`config.mk`:
```
export PLATFORM = sky130hd
export DESIGN_NAME = rice_core_mul_ctrl
export DESIGN_NICKNAME = d
export VERILOG_FILES = /design/src/rtl/rice_core_mul_ctrl.sv
export SDC_FILE = /design/constraint.sdc
export NUM_CORES = 1
export LEC_CHECK = 0
export BUFFER_PORTS_ARGS = -buffer_cell sky130_fd_sc_hd__buf_4
export CORE_ASPECT_RATIO = 1.4
export CORE_MARGIN = 2
export CORE_UTILIZATION = 41
export CTS_BUF_LIST = sky130_fd_sc_hd__clkbuf_2 sky130_fd_sc_hd__clkbuf_4 sky130_fd_sc_hd__clkbuf_8
export CTS_CLUSTER_DIAMETER = 30
export DETAILED_ROUTE_END_ITERATION = 10
export PLACE_DENSITY = 0.77
export SYNTH_ARGS = -nofsm -noshare
export SYNTH_HDL_FRONTEND = slang
export SYNTH_SLANG_ARGS = --single-unit
```
`constraint.sdc`:
```
create_clock -name i_clk -period 1.7 [get_ports i_clk]
set_clock_uncertainty 0.1 [all_clocks]
set_input_delay 0.085 -clock i_clk [delete_from_list [all_inputs] [get_ports i_clk]]
set_output_delay 0.085 -clock i_clk [all_outputs]
set_load 0.01 [all_outputs]
```
`src/rtl/rice_core_mul_ctrl.sv`:
```
// Request sequencer for the iterative radix-4 multiplier.
// Accepts one multiply request at a time, starts the multiplier with a
// single pulse, holds the operands for the whole iteration and hands the
// result back with the request tag. Flushes either drop the pending
// response or let an in-flight multiplication drain before going idle.

package rice_core_mul_pkg;
    typedef struct packed {
        logic rs1_signed;
        logic rs2_signed;
        logic rd_high;
    } rice_core_mul_operation;
endpackage

module rice_core_mul_ctrl
    import rice_core_mul_pkg::*;
#(
    parameter int XLEN        = 32,
    parameter int TAG_WIDTH   = 5,
    parameter bit ZERO_BYPASS = 1'b1
) (
    input  logic                   i_clk,
    input  logic                   i_rst,
    input  logic                   i_req_valid,
    output logic                   o_req_ready,
    input  logic [XLEN-1:0]        i_req_rs1,
    input  logic [XLEN-1:0]        i_req_rs2,
    input  rice_core_mul_operation i_req_operation,
    input  logic [TAG_WIDTH-1:0]   i_req_tag,
    input  logic                   i_flush,
    output logic                   o_mul_valid,
    output logic [XLEN-1:0]        o_mul_rs1_value,
    output logic [XLEN-1:0]        o_mul_rs2_value,
    output rice_core_mul_operation o_mul_operation,
    input  logic                   i_mul_result_valid,
    input  logic [XLEN-1:0]        i_mul_result,
    output logic                   o_rsp_valid,
    input  logic                   i_rsp_ready,
    output logic [XLEN-1:0]        o_rsp_result,
    output logic [TAG_WIDTH-1:0]   o_rsp_tag,
    output logic                   o_busy
);

    typedef enum logic [2:0] {
        S_IDLE,
        S_ISSUE,
        S_WAIT,
        S_DRAIN,
        S_RESP
    } state_t;

    state_t                 r_state;
    state_t                 w_state_next;
    logic [XLEN-1:0]        r_rs1;
    logic [XLEN-1:0]        r_rs2;
    logic [XLEN-1:0]        r_result;
    rice_core_mul_operation r_op;
    logic [TAG_WIDTH-1:0]   r_tag;
    logic                   w_accept;
    logic                   w_zero;
    logic                   w_capture;

    // A flush in IDLE blocks acceptance so a killed request never starts.
    assign o_req_ready = (r_state == S_IDLE) && !i_flush;
    assign w_accept    = i_req_valid && o_req_ready;
    assign w_zero      = (ZERO_BYPASS != 1'b0) &&
                         ((i_req_rs1 == '0) || (i_req_rs2 == '0));

    // Operands leave through registers so they only change on accept.
    assign o_mul_rs1_value = r_rs1;
    assign o_mul_rs2_value = r_rs2;
    assign o_mul_operation = r_op;
    assign o_rsp_result    = r_result;
    assign o_rsp_tag       = r_tag;

    // State register.
    always_ff @(posedge i_clk) begin
        if (i_rst) begin
            r_state <= S_IDLE;
        end else begin
            r_state <= w_state_next;
        end
    end

    // Next-state and state-decoded outputs.
    always_comb begin
        w_state_next = r_state;
        w_capture    = 1'b0;
        o_mul_valid  = 1'b0;
        o_rsp_valid  = 1'b0;
        o_busy       = (r_state != S_IDLE);
        case (r_state)
            S_IDLE: begin
                if (w_accept) begin
                    w_state_next = w_zero ? S_RESP : S_ISSUE;
                end
            end
            S_ISSUE: begin
                o_mul_valid  = 1'b1;
                w_state_next = i_flush ? S_DRAIN : S_WAIT;
            end
            S_WAIT: begin
                if (i_mul_result_valid) begin
                    // A result that coincides with a flush is simply dropped.
                    if (i_flush) begin
                        w_state_next = S_IDLE;
                    end else begin
                        w_capture    = 1'b1;
                        w_state_next = S_RESP;
                    end
                end else if (i_flush) begin
                    w_state_next = S_DRAIN;
                end
            end
            S_DRAIN: begin
                // The multiplier cannot abort; wait out its completion.
                if (i_mul_result_valid) begin
                    w_state_next = S_IDLE;
                end
            end
            S_RESP: begin
                o_rsp_valid = 1'b1;
                if (i_rsp_ready || i_flush) begin
                    w_state_next = S_IDLE;
                end
            end
            default: begin
                w_state_next = S_IDLE;
            end
        endcase
    end

    // Operand, tag and result capture.
    always_ff @(posedge i_clk) begin
        if (i_rst) begin
            r_rs1    <= '0;
            r_rs2    <= '0;
            r_op     <= '0;
            r_tag    <= '0;
            r_result <= '0;
        end else begin
            if (w_accept) begin
                r_rs1 <= i_req_rs1;
                r_rs2 <= i_req_rs2;
                r_op  <= i_req_operation;
                r_tag <= i_req_tag;
            end
            if (w_accept && w_zero) begin
                r_result <= '0;
            end else if (w_capture) begin
                r_result <= i_mul_result;
            end
        end
    end

endmodule

```
==> results.md <==
- Sort of element at the end of the critical path: flip-flop
- Final nets: 892
- Switching power share of the total: 27.7%
- Average cell area after synthesis: 8.60 sq um
- Number of port buffers: 217
- Worst slew margin relative to its limit: 69.0%
- R2r startpoint: r_state[0]$_SDFFE_PP0P_
- Largest net degree at the start of global routing: 49
- Relative contribution of sequential cells to total power: 44.6%
- Starting Density: 42.4%
- Non-filler instance count after layout: 918
- 1st-iter DRT viols: 193
- Die Span X: 87.8 um
- WL/cell: 16.2 um
- Critical path launch point type: primary input
- Fraction of layout cells with a size suffix above 1: 33.2%
- Total core area: 9510 sq um
- Vias in the first global route: 4549
- Switching power: 0.00175 W
- Placed inst area: 5780 sq um
- Share of async-settable or async-resettable flops after synthesis: 0%
- Ys flop type: dfxtp_1
- Crit. Startpoint: i_req_rs1[30]
- Summed instance area of the synthesized netlist: 4030 sq um
- Clock buffers created by TritonCTS: 9
- Power Total: 0.00632 W
- Register-to-Register Path Depth: 7
- Half-perimeter wire length of the detailed placement result: 8770 um
- Worst Max-Slew Pin Slew: 0.460 ns
- Number of flip-flops and latches in the synthesized netlist: 107
- Final Critical Period: 1.66 ns
- # placed instances: 803
- Endpoint of the worst register-to-register path: o_rsp_result[13]$_SDFFE_PP0P_
- Setup total negative slack: 0 ns
- Internal Dissipation: 0.00457 W
- Clock transition at the registers of the reported paths: 0.09 ns
- Vias per inst: 4.94
- Leakage: 3.11 nW
- Global route total overflow: 0
- Worst Hold Endpoint: r_state[2]$_SDFFE_PP0P_
- Bufs on Longest Clock Path: 2
- Mapped Nets: 579
- Global-route wire length before repair: 21300 um
- Clock tree from TritonCTS: yes
- Number of fill cells in the layout: 602
- Worst vdd ir: 0.000666 V
- Count of TritonRoute iterations in the first routing pass: 4
- Placement row count: 42
- Yosys warns: 0
- Relative contribution of the clock network to total power: 30.0%
- Area delta synth->final: 78.5%
- Synthesized instance count: 469
- Final cycle utilization of the critical path: 97.4%
- Unrepaired setup endpoints after global routing: yes
- PwrDens: 878 nW/um^2
- Metal-1 WL: 5290 um
- Setup slack, reg-to-reg: 0.09 ns
- Maximum net fanout on the critical path: 8
- Routability cong.: 0.866
- CTS sink cnt: 107
- Number of nets still failing antenna checks after routing: 0
- GRT Resource Usage Total: 25.9%
- Root Buffer Master: clkbuf_8
- Peak clock frequency supported by timing: 604 MHz
- Count of endpoints failing setup in the final report: 0
- Number of distinct library cell variants in the gate-level netlist after synthesis: 28
- Combined area of the multi-input logic cells: 1760 sq um
- Number of inserted diodes: 0
- Overall die area: 10700 sq um
- Vertical extent of the die: 121 um
- Clock latency reported for the late side of the worst-skew pair: 0.36 ns
- Sequential element share of the synthesized area: 53.1%
- Flip-flop and latch area: 2150 sq um
- Number of flops mapped to enable cells by yosys: 0
- Hold path depth: 5
- Data arrival, critical path: 1.82 ns
- Count of endpoints failing hold in the final timing report: 0
- Initial antenna violation count: 0
- DRC errors left: 0
- Origin of the worst min-delay path: i_rsp_ready
- Post-route cell area: 7200 sq um
- Met2 wire length: 8080 um
- Max-cap violation count: 0
- Clock H-tree levels: 3
- Detailed-routed wire length on met3: 953 um
- Combinational cell fraction of total power: 25.4%
- Top layer used by detailed routing: met4
- Io pins: 218
- Final Max Tran Viols: 0
- Routed vias: 4536
- Category of the most critical setup path: primary input to flip-flop
- Overall routed net length: 14800 um
- Smallest hold slack: 0.0213 ns
- Run status: completed
- Min-delay worst type: primary input to flip-flop
- Required time worst endpoint: 1.86 ns
[how the worst max path moves through the flow]
stage,endpoint
4_1_cts,o_rsp_result[31]$_SDFFE_PP0P_
3_3_place_gp,o_rsp_result[20]$_SDFFE_PP0P_
5_1_grt,o_rsp_result[30]$_SDFFE_PP0P_
2_1_floorplan,o_rsp_result[21]$_SDFFE_PP0P_
6_report,o_rsp_result[13]$_SDFFE_PP0P_
3_5_place_dp,o_rsp_result[3]$_SDFFE_PP0P_
[worst max-delay path: stages]
cell           delay [ns]
dlygate4sd3_1        0.54
buf_4                0.14
nor4_2               0.12
nand4_1              0.11
o22a_1               0.23
o21bai_4             0.31
clkbuf_16            0.22
nor2_1               0.05
[metal layers]
layer | vias up | global-route usage, %
met3 | 38 | 6.05
met4 | 0 | 11.2
li1 | 2179 | -
met1 | 2126 | 26.7
met2 | 193 | 48.2
met5 | - | 0
[cell usage after synthesis (all sizes together) (3+ instances only)]
master    n  area share [%]
nand2   148              14
dfxtp   107              53
a21oi    74             9.2
nor2     36             3.4
mux2i    32             7.9
nor4     17             3.0
clkbuf   16             1.5
buf      15             3.7
nand4     4            0.62
nor3      4             1.1
o21ai     4            0.50
inv       3            0.28
[layout make-up]
cell class	count	share of cell area, %
Timing Repair Buffer	333	39.8
Sequential cell	107	29.8
Multi-Input combinational cell	328	24.5
Tap cell	132	2.29
Clock buffer	11	2.10
Clock inverter	4	1.36
Inverter	3	0.156
[power groups by stage]
stage               clock network [W]  logic (W)  registers (W)
floorplan                           0   0.000609        0.00293
global placement                    0    0.00131        0.00286
detailed placement                  0    0.00133        0.00287
CTS                           0.00192    0.00153        0.00281
global route                  0.00202    0.00172        0.00284
finish                        0.00190    0.00160        0.00282
[registers in the layout, summed over array words and instances (netlist names)]
name             flops
r_state              3
o_mul_rs1_value     32
o_rsp_tag            5
o_mul_operation      3
o_mul_rs2_value     32
o_rsp_result        32
[layout by cell type (no fill, tap or decap), types with 3 or more instances in the layout]
master / n
a21oi_1: 74
buf_12: 3
buf_4: 221
bufinv_16: 3
clkbuf_8: 11
dfxtp_1: 104
dfxtp_2: 3
dlygate4sd3_1: 96
dlymetal6s4s_1: 9
mux2i_1: 32
nand2_1: 146
nand4_1: 4
nor2_1: 35
nor4_1: 10
nor4_4: 5
o21ai_0: 4
[cell families after synthesis]
group	after synthesis	share of synthesized area, %
AOI/OAI and AO/OA	81	10.4
DFF	107	53.1
and+or+nand+nor	215	23.1
buffers and inverters	34	5.43
muxes	32	7.95
[timing repair]
action	4_1_cts	5_1_grt
endpoints found under the hold margin	106	0
buffers inserted	0	1
gates resized for setup	0	26
hold buffers	105	0
setup endpoints to repair	0	66
[through the flow]
| step | setup slack (ns) | util (%) |
|---|---|---|
| 6_report | 0.0441 | 75.7 |
| 2_1_floorplan | 0.0233 | - |
| 3_5_place_dp | -0.126 | 60.7 |
| 5_1_grt | -0.0105 | 75.7 |
| 4_1_cts | 0.00324 | 74.4 |
| 3_3_place_gp | -0.109 | 60.7 |
Note: power is estimated with default switching activity, not from simulation.
